==> config.mk <==
export PLATFORM = sky130hd
export DESIGN_NAME = pipe_skid_stage
export DESIGN_NICKNAME = d
export VERILOG_FILES = /design/src/rtl/pipe_skid_stage.sv
export SDC_FILE = /design/constraint.sdc
export NUM_CORES = 1
export LEC_CHECK = 0
export CAP_MARGIN = 40
export CELL_PAD_IN_SITES_DETAIL_PLACEMENT = 1
export CELL_PAD_IN_SITES_GLOBAL_PLACEMENT = 1
export CORE_ASPECT_RATIO = 1.2
export CORE_MARGIN = 5
export CORE_UTILIZATION = 40
export DETAILED_ROUTE_END_ITERATION = 10
export DONT_BUFFER_PORTS = 1
export PLACE_DENSITY = 0.62
export SETUP_SLACK_MARGIN = 0.2
export SYNTH_ARGS = -nofsm -noshare
export SYNTH_HDL_FRONTEND = slang
export SYNTH_SLANG_ARGS = --single-unit
==> constraint.sdc <==
create_clock -name clk -period 3.25 [get_ports clk]
set_input_delay 0.65 -clock clk [delete_from_list [all_inputs] [get_ports clk]]
set_output_delay 0.65 -clock clk [all_outputs]
set_load 0.005 [all_outputs]
==> src/rtl/pipe_skid_stage.sv <==
// -----------------------------------------------------------------------------
// pipe_skid_stage
//
// Fully registered pipeline stage register with valid/ready handshaking and a
// one-entry skid buffer. The main entry drives the outputs; the skid entry
// catches the single beat that arrives in the cycle the downstream stalls,
// because in_ready is registered and cannot drop in that same cycle.
// in_ready therefore depends only on local flops and the flush gate. There is
// no combinational path from out_ready to in_ready.
//
// Optional feature macro: PIPE_STAGE_PERF_EN
//   When defined, adds saturating stall_cnt / bubble_cnt performance counters.
//
// Parameters:
//   PAYLOAD_W  payload width in bits (>= 1), default is the MEM->WB bundle
//   CNT_W      performance counter width (used only with PIPE_STAGE_PERF_EN)
//
// Ports:
//   clk        rising-edge clock
//   rst_n      asynchronous active-low reset
//   flush      synchronous squash; empties both entries on the next edge
//   in_valid   upstream beat valid
//   in_ready   stage can accept (= !skid_valid && !flush)
//   in_data    upstream payload
//   out_valid  main entry holds a beat (registered)
//   out_ready  downstream accepts
//   out_data   main entry payload (registered)
//   occupancy  number of held beats, 0..2 (registered)
//   stall_cnt  cycles with out_valid && !out_ready   (PIPE_STAGE_PERF_EN only)
//   bubble_cnt cycles with !out_valid                (PIPE_STAGE_PERF_EN only)
// -----------------------------------------------------------------------------
module pipe_skid_stage #(
    parameter int PAYLOAD_W = 104,
    parameter int CNT_W     = 32
) (
    input  logic                 clk,
    input  logic                 rst_n,
    input  logic                 flush,
    input  logic                 in_valid,
    output logic                 in_ready,
    input  logic [PAYLOAD_W-1:0] in_data,
    output logic                 out_valid,
    input  logic                 out_ready,
    output logic [PAYLOAD_W-1:0] out_data,
`ifdef PIPE_STAGE_PERF_EN
    output logic [CNT_W-1:0]     stall_cnt,
    output logic [CNT_W-1:0]     bubble_cnt,
`endif
    output logic [1:0]           occupancy
);

    logic                 main_valid, main_valid_d;
    logic [PAYLOAD_W-1:0] main_data,  main_data_d;
    logic                 skid_valid, skid_valid_d;
    logic [PAYLOAD_W-1:0] skid_data,  skid_data_d;
    logic [1:0]           occ_q;

    logic accept;
    logic drain;

    assign in_ready  = !skid_valid && !flush;
    assign accept    = in_valid && in_ready;
    assign drain     = main_valid && out_ready;

    assign out_valid = main_valid;
    assign out_data  = main_data;
    assign occupancy = occ_q;

    // Next-state of both entries. Payloads only move on accept or shift, so
    // a flush leaves the old data in place and just clears the valid bits.
    always_comb begin
        // NOTE: every signal gets a default first so no path leaves it
        // unassigned; otherwise synthesis would infer a latch.
        main_valid_d = main_valid;
        main_data_d  = main_data;
        skid_valid_d = skid_valid;
        skid_data_d  = skid_data;

        if (flush) begin
            main_valid_d = 1'b0;
            skid_valid_d = 1'b0;
        end else if (skid_valid) begin
            // Full: in_ready is low, so only a drain can change anything.
            if (drain) begin
                main_data_d  = skid_data;
                skid_valid_d = 1'b0;
            end
        end else if (main_valid) begin
            if (accept && drain) begin
                main_data_d = in_data;          // pass-through
            end else if (accept) begin
                skid_data_d  = in_data;         // stalled: park in skid
                skid_valid_d = 1'b1;
            end else if (drain) begin
                main_valid_d = 1'b0;
            end
        end else if (accept) begin
            main_valid_d = 1'b1;
            main_data_d  = in_data;
        end
    end

    // NOTE: sequential state uses non-blocking assignments so every flop
    // samples pre-edge values regardless of statement order.
    // NOTE: the payload registers are reset as well because out_data must
    // read zero out of reset; this is only two entries, not a memory array.
    always_ff @(posedge clk or negedge rst_n) begin
        if (!rst_n) begin
            main_valid <= 1'b0;
            main_data  <= '0;
            skid_valid <= 1'b0;
            skid_data  <= '0;
            occ_q      <= 2'd0;
        end else begin
            main_valid <= main_valid_d;
            main_data  <= main_data_d;
            skid_valid <= skid_valid_d;
            skid_data  <= skid_data_d;
            occ_q      <= {1'b0, main_valid_d} + {1'b0, skid_valid_d};
        end
    end

`ifdef PIPE_STAGE_PERF_EN
    // Saturating counters; cleared by reset only, unaffected by flush.
    always_ff @(posedge clk or negedge rst_n) begin
        if (!rst_n) begin
            stall_cnt  <= '0;
            bubble_cnt <= '0;
        end else begin
            if (main_valid && !out_ready && (stall_cnt != '1)) begin
                stall_cnt <= stall_cnt + CNT_W'(1);
            end
            if (!main_valid && (bubble_cnt != '1)) begin
                bubble_cnt <= bubble_cnt + CNT_W'(1);
            end
        end
    end
`endif

endmodule

* After elaboration in Yosys (flattened, before gate mapping) *
Cells that the tools add are included.

word-level totals
  bits in registers = 212
  input port bits = 109
  output and inout port bits = 108

operators by class
  $add $sub $neg = 1
  equal/unequal tests = 2
  muxes and demuxes = 16
  bitwise operators = 3
  reduce and logical (&&, ||, !) cells = 9

operators with widths
  cell                                                                      number
  104-bit 2-to-1 mux                                                        5
  1-bit 2-to-1 mux                                                          11
  5-bit AND reduction                                                       1
  1-bit logical AND                                                         4
  4-bit AND reduction                                                       1
  3-bit by 1-bit inequality test with 1-bit output (second input constant)  1
  1-bit inverter                                                            3
  3-bit nonzero test                                                        1
  1-bit by 1-bit adder with 2-bit output                                    1
  1-bit logical NOT                                                         2
  2-bit by 1-bit inequality test with 1-bit output (second input constant)  1

* Logic depth before layout (Yosys ltp) *
  word-level depth = 9
  mapped depth = 6
  mapped depth without buffers = 4

* Worst setup path before layout *
Ideal clock, no wire load.

  path kind = input -> register
  start = input port flush
  end = register skid_data[100]
  setup time = 0.125 ns
  data arrival time = 1.873 ns
  data required time = 3.125 ns
  slack = 1.252 ns
  cell stages on the path = 5
  path buffers = 3
  cells stage by stage = or4b_1 clkbuf_1 buf_6 buf_6 mux2_4

on the way
  cells in the longest elaborated chain, start to end = 6
  elaborated cells on any way between the ends = 7
  those cells by class = bitwise: 2; reduce/logical: 5

RTL lines
  item                               RTL line  source
  start, declared                    38        input logic flush,
  1-bit logical NOT                  61        assign in_ready = !skid_valid && !flush;
  1-bit logical AND                  61
  1-bit logical AND                  62        assign accept = in_valid && in_ready;
  1-bit logical AND                  89        if (accept && drain) begin
  1-bit inverter (no line)           n/a
  5-bit AND reduction (no line) (*)  n/a
  end signal, assigned               118       skid_data <= skid_data_d;
  end, declared                      55        logic [PAYLOAD_W-1:0] skid_data, skid_data_d;

Mark *: on every way between the ends. The rest lies on a longest branch, timed or not.
A chain may end at the register's enable or synchronous reset.

* Worst setup path after layout *
  start = register skid_valid
  end = register skid_data[58]

on the way
  cells in the longest elaborated chain, start to end = 6
  elaborated cells on any way between the ends = 7
  those cells by class = bitwise: 2; reduce/logical: 5

RTL lines
  item                               RTL line  source
  start, declared                    54        logic skid_valid, skid_valid_d;
  start signal, assigned             117       skid_valid <= skid_valid_d;
  1-bit logical NOT                  61
  1-bit logical AND                  61
  1-bit logical AND                  62
  1-bit logical AND                  89
  1-bit inverter (no line)           n/a
  5-bit AND reduction (no line) (*)  n/a

Marked as above.

==> key figures <==
Logic synthesis
  – Largest cells by area after synthesis: dfrtp_1, mux2_2, mux2_4
  – Async SR Flop Fraction: between 90% and 100%
  – Sequential area share after synthesis: between 50% and 60%
  – Synth area leader: dfrtp_1
  – Mapped Area: 9370 um^2
  – Share of the synthesized area in the top cell type: 56.6%
  – Synth Flop Type: dfrtp_1
  – Synth unique cells: 20
  – Syn avg cell area: 16.4 um^2
  – Syn Inst Count: 572
  – Post-synth EDFFs: 0
  – Ys Warns: 0
  – Synth Register Bits: 212
  – Syn nets: 682

Clock network
  – CTS resizes: 0
  – Setup bufs post-CTS: 0
  – CTS tree: done
  – Insertion delay to the later sink of the worst-skew pair: roughly 0.49 ns
  – CTS Buffer Depth: 3
  – H-tree depth: 1
  – Root buf cell: clkbuf_16
  – Clk sinks: 212
  – Clock transition at the registers of the reported paths: 0.06 ns
  – CTS Buf Count: 23

Cells and area
  – Final instance area: between 10,000 and 15,000 um^2
  – Fillers: between 2,000 and 2,500
  – Ant diodes: 0
  – Final #Nets: 677
  – Finished Layout Cells: approximately 900
  – Area grow syn2layout: 10.6%
  – Commonest non-fill, non-tap cells in the layout: mux2_2, dfrtp_1, mux2_4
  – Share of cells above drive strength 1: between 50% and 60%
  – Commonest non-fill, non-tap cell in the layout: mux2_2

Worst setup path
  – Crit path cell chain: nand2b_1 > or4b_4 > buf_12 > mux2_4
  – FF-to-FF path depth: 4
  – Worst setup startpoint: skid_valid
  – RR Endpoint: skid_data[58]
  – Crit path required time: about 3.6 ns
  – CP Data Arrival Time: about 2.7 ns
  – CP top delay family: simple AND/OR/NAND/NOR gates
  – Worst setup EP type: register
  – CP Max Fanout: 50
  – Slowest library cell on the worst path: or4b_4
  – Worst R2R Setup Slack: approximately 0.97 ns
  – RR Startpoint: skid_valid
  – Critical path class: register to register
  – Slowest cell delay on critical path: between 0.6 and 0.7 ns
  – Worst Path Buf+Inv: 1
  – Setup crit start kind: register

STA
  – RSZ-0062 raised after global routing: false
  – Hold Vio Cnt, Final: between 200 and 250
  – Final WS setup: a little under 1 ns
  – Clk_skew: about 0.005 ns
  – Final setup vio count: 0
  – Fin Hold WS: -0.148 ns
  – Final period utilization: around 70%
  – Slew margin rel.: about three fifths
  – Fin crit period: about 2.3 ns
  – Slew Limit Fails: 0
  – Max Freq: between 400 and 500 MHz
  – Fin Setup TNS: 0 ns
  – Worst-Margin Slew: around 0.58 ns

Run status
  – Failing checks: hold timing
  – Status: finished, violations left

Die
  – Die extent in y: approximately 180 um
  – I/O pin total: about 220
  – Die area: 26,600 um^2
  – Cell Rows: 61
  – Initial Util: around two fifths
  – Die Span X: about 150 um
  – Core footprint: about 23,000 um^2

Power
  – Power per cell area: 719 nW/um^2
  – Maximum vdd drop: between 0.0003 and 0.0004 V
  – Overall power: approximately 7500 uW
  – Pleak: 0.00457 uW

Placed design
  – Dpl hpwl: around 13 mm
  – Final Wtd Congestion: slightly below 0.7
  – Place WS: 0.970 ns
  – Port bufs: 0
  – Placed insts: between 800 and 900
  – Placed cell area: 9640 um^2

Detailed routing
  – 1st-iter DRT viols: 131
  – Antenna Nets Post-Route: 0
  – Drt total wl: between 15 and 20 mm
  – DRT Pass-1 Iters: 4
  – Vias: 4,626
  – Final routed DRC violation total: 0
  – DR vias/cell: between 5 and 6
  – Drt wl/cell: roughly 22 um

Hold path
  – Hold Crit Class: primary input to asynchronous set/reset pin

Global routing
  – GRT Resource Usage Total: between 10 and 15%
  – Global route overflow: 0
  – Largest net degree at the start of global routing: around 210
  – Antenna violations before repair: 0
  – Global routing usage on met1: between 15 and 20%
  – Met2 Track Usage GR: about a quarter
  – Vias in the first global route: 5,319
  – Grt peak-use layer: met2
  – First-pass GRT wire length: 30.9 mm
  – Met3 usage: under 10%

Job
  – Max-capacitance violation count: 0
-- per-stage QoR --
| stage | hold WS (ns) | util [%] |
|---|---|---|
| after global routing | -0.185 | 44.8 |
| after global placement | 0.360 | 41.7 |
| after floorplan | 0.354 | - |
| final | -0.148 | 44.8 |
| after detailed placement | 0.361 | 41.7 |
| after CTS | -0.175 | 44.8 |
-- cells in the mapped netlist, types with 2 or more instances --
master	count
a21oi_1	2
dfrtp_1	212
mux2_4	60
nor2_1	2
buf_2	10
buf_6	13
clkbuf_1	10
mux2_1	10
mux2_2	242
-- state kept, by name, summed over array words and instances (netlist names) --
name,count
out_data,104
skid_data,104
occupancy,2
out_valid,1
skid_valid,1
-- per-layer routing --
layer,share of wire [%],vias to the layer above
met5,0,-
met4,1.5,0
met3,13,24
met2,50,152
met1,36,2415
li1,-,2035
-- power breakdown --
part           leakage, uW  switching (uW)  internal (uW)
clock             0.000357             990           1540
sequential         0.00256             511           3350
combinational      0.00165             288            774
total              0.00457            1790           5670
-- worst max path at each step --
stage / endpoint / slack, ns / cells past startpoint
2_1_floorplan: skid_data[100] / 1.25 / 5
4_1_cts: skid_data[58] / 0.95 / 4
6_report: skid_data[58] / 0.97 / 4
5_1_grt: skid_data[58] / 0.90 / 4
3_5_place_dp: skid_data[62] / 0.97 / 4
3_3_place_gp: skid_data[53] / 0.99 / 4
-- cells by family (layout without fill, tap and decap cells) --
logic type | count (synthesis) | count (layout) | synth area share, %
multiplexers | 312 | 312 | 39.9
flip-flops | 212 | 212 | 56.6
buffers and inverters | 36 | 44 | 2.66
AND/OR/NAND/NOR | 7 | 7 | 0.441
AO/OA/AOI/OAI | 4 | 4 | 0.294
adder cells (fa/ha/maj) | 1 | 1 | 0.133
-- area by class of cell --
class | instances | area, um^2 | share of cell area, %
flip-flops and latches | 212 | 5310 | 51.2
clock buffers | 34 | 657 | 6.34
clock inverters | 4 | 70.1 | 0.676
repair buffers | 5 | 100 | 0.966
inverters | 1 | 3.75 | 0.0362
well taps | 315 | 394 | 3.80
multi-input cells | 324 | 3830 | 37.0
Power figures use the tool's default switching activity.
